## config.mk

```make
export PLATFORM = sky130hd
export DESIGN_NAME = mips_cpu_bus_master_flat
export DESIGN_NICKNAME = d
export VERILOG_FILES = /design/src/rtl/mips_bus_pkg.sv /design/src/rtl/mips_cpu_bus_master_if.sv /design/src/rtl/mips_bus_lane_align.sv /design/src/rtl/mips_cpu_bus_master.sv /design/src/flat_wrapper.sv
export SDC_FILE = /design/constraint.sdc
export NUM_CORES = 1
export LEC_CHECK = 0
export ABC_AREA = 1
export CAP_MARGIN = 20
export CORE_ASPECT_RATIO = 1.4
export CORE_MARGIN = 2
export CORE_UTILIZATION = 41
export DETAILED_ROUTE_END_ITERATION = 8
export PLACE_DENSITY = 0.86
export SLEW_MARGIN = 10
export SYNTH_ARGS = -nofsm -noshare
export SYNTH_HDL_FRONTEND = slang
export SYNTH_SLANG_ARGS = --single-unit
export TNS_END_PERCENT = 100
```

## constraint.sdc

```tcl
create_clock -name clk -period 1.6 [get_ports clk]
set_input_delay 0.16 -clock clk [delete_from_list [all_inputs] [get_ports clk]]
set_output_delay 0.16 -clock clk [all_outputs]
set_load 0.03 [all_outputs]
```

## src/rtl/mips_bus_pkg.sv

```systemverilog
// Shared types for the mips_cpu_bus master: access sizes, FSM states, lane masks.
package mips_bus_pkg;

  localparam int unsigned ADDR_W = 32;
  localparam int unsigned DATA_W = 32;
  localparam int unsigned BE_W   = 4;

  typedef enum logic [1:0] {
    SZ_BYTE = 2'd0,
    SZ_HALF = 2'd1,
    SZ_WORD = 2'd2
  } size_t;

  typedef enum logic [1:0] {
    IDLE = 2'd0,
    BUS  = 2'd1,
    RESP = 2'd2
  } state_t;

  localparam logic [BE_W-1:0] BE_BYTE    = 4'b0001;
  localparam logic [BE_W-1:0] BE_HALF_LO = 4'b0011;
  localparam logic [BE_W-1:0] BE_HALF_HI = 4'b1100;
  localparam logic [BE_W-1:0] BE_WORD    = 4'b1111;

  // Request fields kept for the duration of a bus access
  typedef struct packed {
    logic       write;
    logic [1:0] size;
    logic       sgn;
    logic [1:0] a_lo;
  } req_lat_t;

endpackage

```

## src/rtl/mips_cpu_bus_master_if.sv

```systemverilog
// Core request/response and Avalon-MM signals of the mips_cpu_bus master.
interface mips_cpu_bus_master_if;
  import mips_bus_pkg::*;

  logic              req_valid;
  logic              req_ready;
  logic              req_write;
  logic [1:0]        req_size;
  logic              req_signed;
  logic [ADDR_W-1:0] req_addr;
  logic [DATA_W-1:0] req_wdata;
  logic              resp_valid;
  logic              resp_error;
  logic [DATA_W-1:0] resp_rdata;

  logic [ADDR_W-1:0] address;
  logic              write;
  logic              read;
  logic              waitrequest;
  logic [DATA_W-1:0] writedata;
  logic [BE_W-1:0]   byteenable;
  logic [DATA_W-1:0] readdata;

  modport master (
    input  req_valid, req_write, req_size, req_signed, req_addr, req_wdata,
    output req_ready, resp_valid, resp_error, resp_rdata,
    output address, write, read, writedata, byteenable,
    input  waitrequest, readdata
  );

  modport slave (
    output req_valid, req_write, req_size, req_signed, req_addr, req_wdata,
    input  req_ready, resp_valid, resp_error, resp_rdata,
    input  address, write, read, writedata, byteenable,
    output waitrequest, readdata
  );

endinterface

```

## src/rtl/mips_bus_lane_align.sv

```systemverilog
// Little-endian lane steering: byteenable, store replication, load extract/extend, legality flags.
module mips_bus_lane_align
  import mips_bus_pkg::*;
(
  input  logic [1:0]        size,
  input  logic [1:0]        a_lo,
  input  logic              sgn,
  input  logic [DATA_W-1:0] wdata,
  input  logic [DATA_W-1:0] rdata,
  output logic [BE_W-1:0]   be_c,
  output logic [DATA_W-1:0] wdata_c,
  output logic [DATA_W-1:0] rdata_c,
  output logic              misaligned_c,
  output logic              illegal_c
);

  logic [DATA_W-1:0] shifted;

  always_comb begin
    shifted      = rdata >> {a_lo, 3'b000};
    be_c         = '0;
    wdata_c      = wdata;
    rdata_c      = rdata;
    misaligned_c = 1'b0;
    illegal_c    = 1'b0;
    case (size)
      SZ_BYTE: begin
        be_c    = BE_BYTE << a_lo;
        wdata_c = {4{wdata[7:0]}};
        rdata_c = {{24{sgn & shifted[7]}}, shifted[7:0]};
      end
      SZ_HALF: begin
        be_c         = a_lo[1] ? BE_HALF_HI : BE_HALF_LO;
        wdata_c      = {2{wdata[15:0]}};
        rdata_c      = {{16{sgn & shifted[15]}}, shifted[15:0]};
        misaligned_c = a_lo[0];
      end
      SZ_WORD: begin
        be_c         = BE_WORD;
        misaligned_c = |a_lo;
      end
      default: illegal_c = 1'b1;
    endcase
  end

endmodule

```

## src/rtl/mips_cpu_bus_master.sv

```systemverilog
// Avalon-MM master: runs one core fetch/load/store as a single word-aligned bus access.
module mips_cpu_bus_master
  import mips_bus_pkg::*;
#(
  parameter int unsigned MAX_WAIT = 256
) (
  input  logic                  clk,
  input  logic                  reset,
  mips_cpu_bus_master_if.master bus
);

  localparam int unsigned CNT_W = $clog2(MAX_WAIT + 1);

  state_t            state;
  req_lat_t          lat;
  logic [CNT_W-1:0]  wait_cnt;

  logic [1:0]        al_size;
  logic [1:0]        al_a_lo;
  logic              al_sgn;
  logic [BE_W-1:0]   be_c;
  logic [DATA_W-1:0] wdata_c;
  logic [DATA_W-1:0] rdata_c;
  logic              misaligned_c;
  logic              illegal_c;

  // Aligner sees the incoming request while idle, the latched one during the access
  always_comb begin
    al_size = bus.req_size;
    al_a_lo = bus.req_addr[1:0];
    al_sgn  = bus.req_signed;
    if (state != IDLE) begin
      al_size = lat.size;
      al_a_lo = lat.a_lo;
      al_sgn  = lat.sgn;
    end
  end

  mips_bus_lane_align u_align (
    .size         (al_size),
    .a_lo         (al_a_lo),
    .sgn          (al_sgn),
    .wdata        (bus.req_wdata),
    .rdata        (bus.readdata),
    .be_c         (be_c),
    .wdata_c      (wdata_c),
    .rdata_c      (rdata_c),
    .misaligned_c (misaligned_c),
    .illegal_c    (illegal_c)
  );

  always_ff @(posedge clk) begin
    if (!reset) begin
      state          <= IDLE;
      lat            <= '0;
      wait_cnt       <= '0;
      bus.req_ready  <= 1'b1;
      bus.resp_valid <= 1'b0;
      bus.resp_error <= 1'b0;
      bus.resp_rdata <= '0;
      bus.address    <= '0;
      bus.read       <= 1'b0;
      bus.write      <= 1'b0;
      bus.byteenable <= '0;
      bus.writedata  <= '0;
    end else begin
      bus.resp_valid <= 1'b0;
      bus.resp_error <= 1'b0;
      case (state)
        IDLE: begin
          if (bus.req_valid) begin
            if (illegal_c || misaligned_c) begin
              bus.resp_error <= 1'b1;
            end else begin
              lat            <= '{write: bus.req_write, size: bus.req_size,
                                  sgn: bus.req_signed, a_lo: bus.req_addr[1:0]};
              bus.address    <= {bus.req_addr[ADDR_W-1:2], 2'b00};
              bus.byteenable <= be_c;
              bus.writedata  <= wdata_c;
              bus.read       <= !bus.req_write;
              bus.write      <= bus.req_write;
              bus.req_ready  <= 1'b0;
              wait_cnt       <= '0;
              state          <= BUS;
            end
          end
        end
        BUS: begin
          if (!bus.waitrequest) begin
            bus.read       <= 1'b0;
            bus.write      <= 1'b0;
            bus.resp_valid <= 1'b1;
            if (!lat.write) bus.resp_rdata <= rdata_c;
            state          <= RESP;
          end else if (wait_cnt == CNT_W'(MAX_WAIT - 1)) begin
            // Slave stalled too long: abandon the access
            bus.read       <= 1'b0;
            bus.write      <= 1'b0;
            bus.resp_error <= 1'b1;
            bus.req_ready  <= 1'b1;
            wait_cnt       <= '0;
            state          <= IDLE;
          end else begin
            wait_cnt <= wait_cnt + CNT_W'(1);
          end
        end
        RESP: begin
          bus.req_ready <= 1'b1;
          state         <= IDLE;
        end
        default: begin
          bus.read      <= 1'b0;
          bus.write     <= 1'b0;
          bus.req_ready <= 1'b1;
          state         <= IDLE;
        end
      endcase
    end
  end

endmodule

```

## src/flat_wrapper.sv

```systemverilog
// flat-port wrapper written by rule: the top's interface ports become plain ports
module mips_cpu_bus_master_flat import mips_bus_pkg::*;
#(
  parameter int unsigned MAX_WAIT = 256
)
  (clk, reset, bus_req_valid, bus_req_write, bus_req_size, bus_req_signed, bus_req_addr, bus_req_wdata, bus_req_ready, bus_resp_valid, bus_resp_error, bus_resp_rdata, bus_address, bus_write, bus_read, bus_writedata, bus_byteenable, bus_waitrequest, bus_readdata);
  mips_cpu_bus_master_if bus_i ();
  input  logic clk;
  input  logic reset;
  input wire logic [$bits(bus_i.req_valid)-1:0] bus_req_valid;
  input wire logic [$bits(bus_i.req_write)-1:0] bus_req_write;
  input wire logic [$bits(bus_i.req_size)-1:0] bus_req_size;
  input wire logic [$bits(bus_i.req_signed)-1:0] bus_req_signed;
  input wire logic [$bits(bus_i.req_addr)-1:0] bus_req_addr;
  input wire logic [$bits(bus_i.req_wdata)-1:0] bus_req_wdata;
  output wire logic [$bits(bus_i.req_ready)-1:0] bus_req_ready;
  output wire logic [$bits(bus_i.resp_valid)-1:0] bus_resp_valid;
  output wire logic [$bits(bus_i.resp_error)-1:0] bus_resp_error;
  output wire logic [$bits(bus_i.resp_rdata)-1:0] bus_resp_rdata;
  output wire logic [$bits(bus_i.address)-1:0] bus_address;
  output wire logic [$bits(bus_i.write)-1:0] bus_write;
  output wire logic [$bits(bus_i.read)-1:0] bus_read;
  output wire logic [$bits(bus_i.writedata)-1:0] bus_writedata;
  output wire logic [$bits(bus_i.byteenable)-1:0] bus_byteenable;
  input wire logic [$bits(bus_i.waitrequest)-1:0] bus_waitrequest;
  input wire logic [$bits(bus_i.readdata)-1:0] bus_readdata;
  assign bus_i.req_valid = bus_req_valid;
  assign bus_i.req_write = bus_req_write;
  assign bus_i.req_size = bus_req_size;
  assign bus_i.req_signed = bus_req_signed;
  assign bus_i.req_addr = bus_req_addr;
  assign bus_i.req_wdata = bus_req_wdata;
  assign bus_req_ready = bus_i.req_ready;
  assign bus_resp_valid = bus_i.resp_valid;
  assign bus_resp_error = bus_i.resp_error;
  assign bus_resp_rdata = bus_i.resp_rdata;
  assign bus_address = bus_i.address;
  assign bus_write = bus_i.write;
  assign bus_read = bus_i.read;
  assign bus_writedata = bus_i.writedata;
  assign bus_byteenable = bus_i.byteenable;
  assign bus_i.waitrequest = bus_waitrequest;
  assign bus_i.readdata = bus_readdata;
  mips_cpu_bus_master #(.MAX_WAIT(MAX_WAIT)) u_core (.clk(clk), .reset(reset), .bus(bus_i));
endmodule
```

**Yosys cells after proc, flatten, opt, wreduce, memory -nomap -nowiden**

Index checks and enable logic that the tools add are counted.

- Bits in registers: 120
- Input bits: 104
- Output and inout bits: 105

- Add/subtract/negate cells: 1
- Equality and inequality tests: 10
- Shift-type cells: 2
- Muxes and demuxes: 38
- Bitwise gates (word level): 6
- Reductions and logical operators: 15

Operators by type and width:

| operator | number |
|---|---|
| $pmux W32 S2 | 2 |
| $mux W9 | 4 |
| $shr A32 B5 Y16 | 1 |
| $pmux W9 S2 | 1 |
| $mux W1 | 17 |
| $mux W2 | 6 |
| $pmux W4 S3 | 1 |
| $reduce_and A4 Y1 | 3 |
| $add A9 B1 Y9 const B | 1 |
| $eq A9 B8 Y1 const B | 1 |
| $reduce_and A3 Y1 | 3 |
| $ne A2 B2 Y1 const B | 3 |
| $pmux W1 S2 | 3 |
| $pmux W1 S3 | 2 |
| $eq A2 B1 Y1 const B | 2 |
| $eq A2 B2 Y1 const B | 2 |
| $logic_not A2 Y1 | 2 |
| $mux W4 | 1 |
| $not A1 Y1 | 4 |
| $pmux W2 S2 | 1 |
| $reduce_bool A2 Y1 | 2 |
| $shl A1 B2 Y4 const A | 1 |
| $ne A3 B2 Y1 const B | 1 |
| $reduce_or A3 Y1 | 1 |
| 6 further kinds | 7 |

**Logic depth before layout (Yosys ltp)**

- Word-level depth: 9
- Gate-level depth with buffers: 13
- Gate-level depth less buffers: 12

**By module**

Synthesis repeated with hierarchy kept, for this count alone.

- Cells, all modules: 852
- Area, all modules: 5,793.1 um2

Modules (own cells, without submodules):

| module | times used | cells an instance | area an instance (um2) |
|---|---|---|---|
| mips_cpu_bus_master | 1 | 573 | 4,381.7 |
| mips_bus_lane_align | 1 | 279 | 1,411.4 |

**Worst setup path before layout**

No wires, ideal clock.

- Path kind: register to register
- From: register u_core.state[0]
- To: register u_core.bus.resp_rdata[21]
- Library setup time: 0.113 ns
- Data arrival time: 1.508 ns
- Setup slack: -0.021 ns
- Cell stages (with the launch flop): 12
- Path buffers: 2
- Path through: dfxtp_1 > inv_2 > nand2_2 > buf_6 > nand2_1 > o21ai_2 > nand2_1 > nand3_2 > o21ai_4 > buf_6 > o21ai_1 > inv_1

- Longest elaborated chain between the ends: 5
- Elaborated cells on any way between the ends: 12

RTL lines:

| element | line | source |
|---|---|---|
| start: declaration | mips_cpu_bus_master.sv:14 | `state_t state;` |
| start signal: assignment | mips_cpu_bus_master.sv:54 | `state <= IDLE;` |
| start signal: assignment | mips_cpu_bus_master.sv:84 | `state <= BUS;` |
| start signal: assignment | mips_cpu_bus_master.sv:94 | `state <= RESP;` |
| $reduce_bool A2 Y1 | mips_cpu_bus_master.sv:32 | `if (state != IDLE) begin` |
| $mux W2 | mips_cpu_bus_master.sv:32 |  |
| $shr A32 B5 Y16 | mips_bus_lane_align.sv:20 | `shifted = rdata >> {a_lo, 3'b000};` |
| $and A1 B1 Y1 (on tied branches) | mips_bus_lane_align.sv:35, mips_bus_lane_align.sv:30 |  |
| $pmux W32 S2 | mips_bus_lane_align.sv:26 | `case (size)` |
| end signal: assignment | mips_cpu_bus_master.sv:93 | `if (!lat.write) bus.resp_rdata <= rdata_c;` |
| end: declaration | mips_cpu_bus_master_if.sv:26 | `output req_ready, resp_valid, resp_error, resp_rdata,` |

Parallel ways exist; a longest one is shown, timed or not.
A chain may end at the register's enable or synchronous reset.

**Worst setup path in the final report**

- From: register u_core.state[0]
- To: register u_core.bus.byteenable[3]

- Longest elaborated chain between the ends: 8
- Elaborated cells on any way between the ends: 17

RTL lines:

| element | line | source |
|---|---|---|
| $reduce_bool A2 Y1 | mips_cpu_bus_master.sv:32 |  |
| $mux W2 | mips_cpu_bus_master.sv:32 |  |
| $eq A2 B2 Y1, or another cell as far along | mips_bus_lane_align.sv:26 |  |
| $reduce_or A3 Y1 (no line) | - |  |
| $mux W1 | mips_bus_lane_align.sv:26 |  |
| $logic_or A1 B1 Y1 | mips_cpu_bus_master.sv:72 | `if (illegal_c \|\| misaligned_c) begin` |
| $not A1 Y1 (no line) | - |  |
| $reduce_and A3 Y1 (no line) | - |  |
| end signal: assignment | mips_cpu_bus_master.sv:64 | `bus.byteenable <= '0;` |
| end signal: assignment | mips_cpu_bus_master.sv:78 | `bus.byteenable <= be_c;` |
| end: declaration | mips_cpu_bus_master_if.sv:27 | `output address, write, read, writedata, byteenable,` |

Parallel ways exist; a longest one is shown, timed or not.

==> metrics.txt <==
status=finished with violations; failing checks=negative setup slack; Placement Cell Area=8766 sq um; H-Tree Depth=4; antenna-violating nets left=0; cts bufs inserted=17; Final Hold Viols=0; Final WS setup=-0.2826 ns; Placed Cells=1320; Final Wtd Congestion=0.8877; Arr. time, crit path=2.19 ns; Worst slew margin=54.45%; Clock transition at path regs=0.06 ns; Detailed Route WL=25580 microns; Max IR drop VDD=1.152 mV; post-route minimum period=1.883 ns; total power=12.25 mW; worst hold path type=input port to flop; initial antenna violation count=1; Setup CP Type=flop to flop; crit path max fanout=6; number of global-route vias before repair=7119; DP Worst Slack=-0.3498 ns; DP Wirelength=between 15000 and 20000 microns; CP max stage delay=0.39 ns; most frequent cell after synthesis=nand2_1; Yosys cell types=34; CP startpoint kind=flop; Max Freq=531.2 MHz; setup repair after global routing missed its margin=yes; Commonest cells post-synth=246 x nand2_1, 120 x dfxtp_1, 99 x a21oi_1; overall routing resource usage=29.66%; CTS sink cnt=120; ANT cells=0; Seq/Total Area, Yosys=40.72%; Starting Density=42.22%; final critical-path share of the clock period=117.7%; Yosys warnings=0; Core Region=~14000 sq um; full die area=15380 sq um; Die Y=~150 microns; ys flop type=dfxtp_1; CTS Root Cell=clkbuf_16; Mapped Area=5899 sq um; Yosys reg bits=120; Multi-input gate area=3643 sq um; critical path cell sequence=inv_4 > nand2_8 > buf_6 > nand2_2 > nand2_4 > buf_6 > inv_4 > buf_4 > nand2_2 > o21ai_0 > inv_1 > o21ai_0 > o21ai_1 > nor2_1; storage element area=about 2400 sq um; first-pass detailed-route iteration total=6; leakage=~5.5 nW; WP buf/inv=6; vias=7601; Core Util, Final=76.12%; EDFF count, synth=0; hold-fix buffers at CTS=0; largest net degree at the start of global routing=51; Cells after Synth=901; die width=105.4 microns; row count=between 50 and 60; Slew Limit Fails=0; final setup fails=116; design area=approximately 11000 sq um; Worst Setup End Kind=flop; Via density=around 5.5; first-pass GRT wire length=36440 microns; Synth Area per Inst=6.548 sq um; largest cells by area after synthesis=dfxtp_1 41%, nand2_1 16%, a21oi_1 8.4%; Crit-path slowest cell=dfxtp_4; Residual DRC=0; PwrDens=1151 nW/um^2; Worst-Margin Slew=0.6833 ns; Layout Nets=1291; GRT Residual Overflow=0; CTS tree=yes; area grow syn2layout=80.32%; Final Non-Filler Cells=1384; Worst-Skew Late Latency=0.42 ns; Top Ports=209; Required @ worst endpoint=about 1.9 ns; max cap viols=0; layout cells sized above 1=27.69%; Fillers=884; port bufs=slightly above 200; Fin Clk Skew=0.01069 ns; Avg WL per Cell=18.48 microns; top cell type's share of synthesized area=40.72%; Crit path max-delay family=buffers and inverters; clock buffer depth=2; dominant cell type by area after synthesis=dfxtp_1; Starting DRT DRC Count=535; post-synthesis async set-or-reset flop share=0%
==> power by group <==
part / switching [mW] / total (mW) / internal [mW]
Sequential: 0.195 / 3.49 / 3.29
Clock: 1.50 / 3.84 / 2.34
Combinational: 2.78 / 4.92 / 2.14
==> flip-flops by register name, summed over array words and instances (netlist names) <==
signal and cells:
u_core.bus.address 30, u_core.bus.byteenable 4, u_core.bus.read 1, u_core.bus.req_ready 1, u_core.bus.resp_error 1, u_core.bus.resp_rdata 32, u_core.bus.resp_valid 1, u_core.bus.write 1
u_core.bus.writedata 32, u_core.lat 6, u_core.state 2, u_core.wait_cnt 9
==> stage by stage <==
step	TNS, ns	hold slack, ns
final	-21.39	0.3308
after global routing	-29.16	0.3339
after CTS	-9.327	0.3211
after detailed placement	-28.82	0.4204
after global placement	-25.10	0.4170
after floorplan	-0.3589	0.3232
==> kinds of logic (layout without fill, tap and decap cells) <==
logic type      count (synthesis)  after routing  synth area share (%)
fa+ha+maj                       1              1                0.2121
compound gates                192            192                 17.05
buf+inv                       137            434                 9.862
other cells                     1              2               0.06357
flops                         120            120                 40.72
simple gates                  450            450                 32.09
==> repair_timing <==
action | in CTS | in global routing
endpoints found under the setup margin | 157 | 169
pin swaps | 40 | 58
buffers inserted | 22 | 7
gates resized for setup | 154 | 190
cloned | 3 | 2
==> worst paths after layout <==
path	end	depth (start not counted)	slack, ns	startpoint
worst max register to register	u_core.bus.byteenable[3]	14	-0.28	u_core.state[0]
worst min register to register	u_core.wait_cnt[8]	2	0.45	u_core.wait_cnt[8]
worst min-delay path	u_core.bus.address[29]	3	0.33	bus_req_addr[29]
worst max-delay path	u_core.bus.byteenable[3]	14	-0.28	u_core.state[0]
==> placed cells by master (no fill, tap or decap), drive strengths merged <==
cell type | synthesis | layout
a211oi | 1 | 1
a21oi | 99 | 99
a31oi | 1 | 1
buf | 33 | 112
bufbuf | 0 | 2
bufinv | 0 | 2
clkbuf | 24 | 21
clkdlybuf4s50 | 0 | 114
clkinv | 1 | 7
clkinvlp | 0 | 5
conb | 1 | 2
dfxtp | 120 | 120
dlygate4sd2 | 0 | 41
dlymetal6s2s | 0 | 51
ha | 1 | 1
inv | 79 | 79
nand2 | 257 | 257
nand3 | 96 | 96
nand3b | 1 | 1
nor2 | 82 | 82
nor3 | 4 | 4
nor3b | 2 | 2
o2111ai | 1 | 1
o211ai | 7 | 7
o21ai | 82 | 82
o22ai | 1 | 1
or2 | 8 | 8
==> worst register-to-register path, delay by kind of cell (launching register included) <==
family	cells	cell delay [ns]
AO/OA/AOI/OAI	3	0.33
flip-flops	1	0.39
AND/OR/NAND/NOR	5	0.42
buffers and inverters	6	0.64
==> routing by layer <==
| layer | vias to the layer above | global-route usage [%] | routed length [microns] |
|---|---|---|---|
| met5 | - | 0 | 13 |
| met2 | 445 | 51.81 | 12890 |
| met3 | 129 | 5.867 | 1707 |
| met1 | 3537 | 33.81 | 9409 |
| met4 | 2 | 15.47 | 1558 |
| li1 | 3488 | - | - |
==> final cells by class <==
type                    count  share of cell area (%)
repair buffers            322                   32.42
clock inverters            13                   1.388
inverters                  80                   2.952
flip-flops and latches    120                   22.65
multi-input cells         645                   34.25
well taps                 185                   2.176
clock buffers              19                   4.164
(Power assumes the default switching activity.)
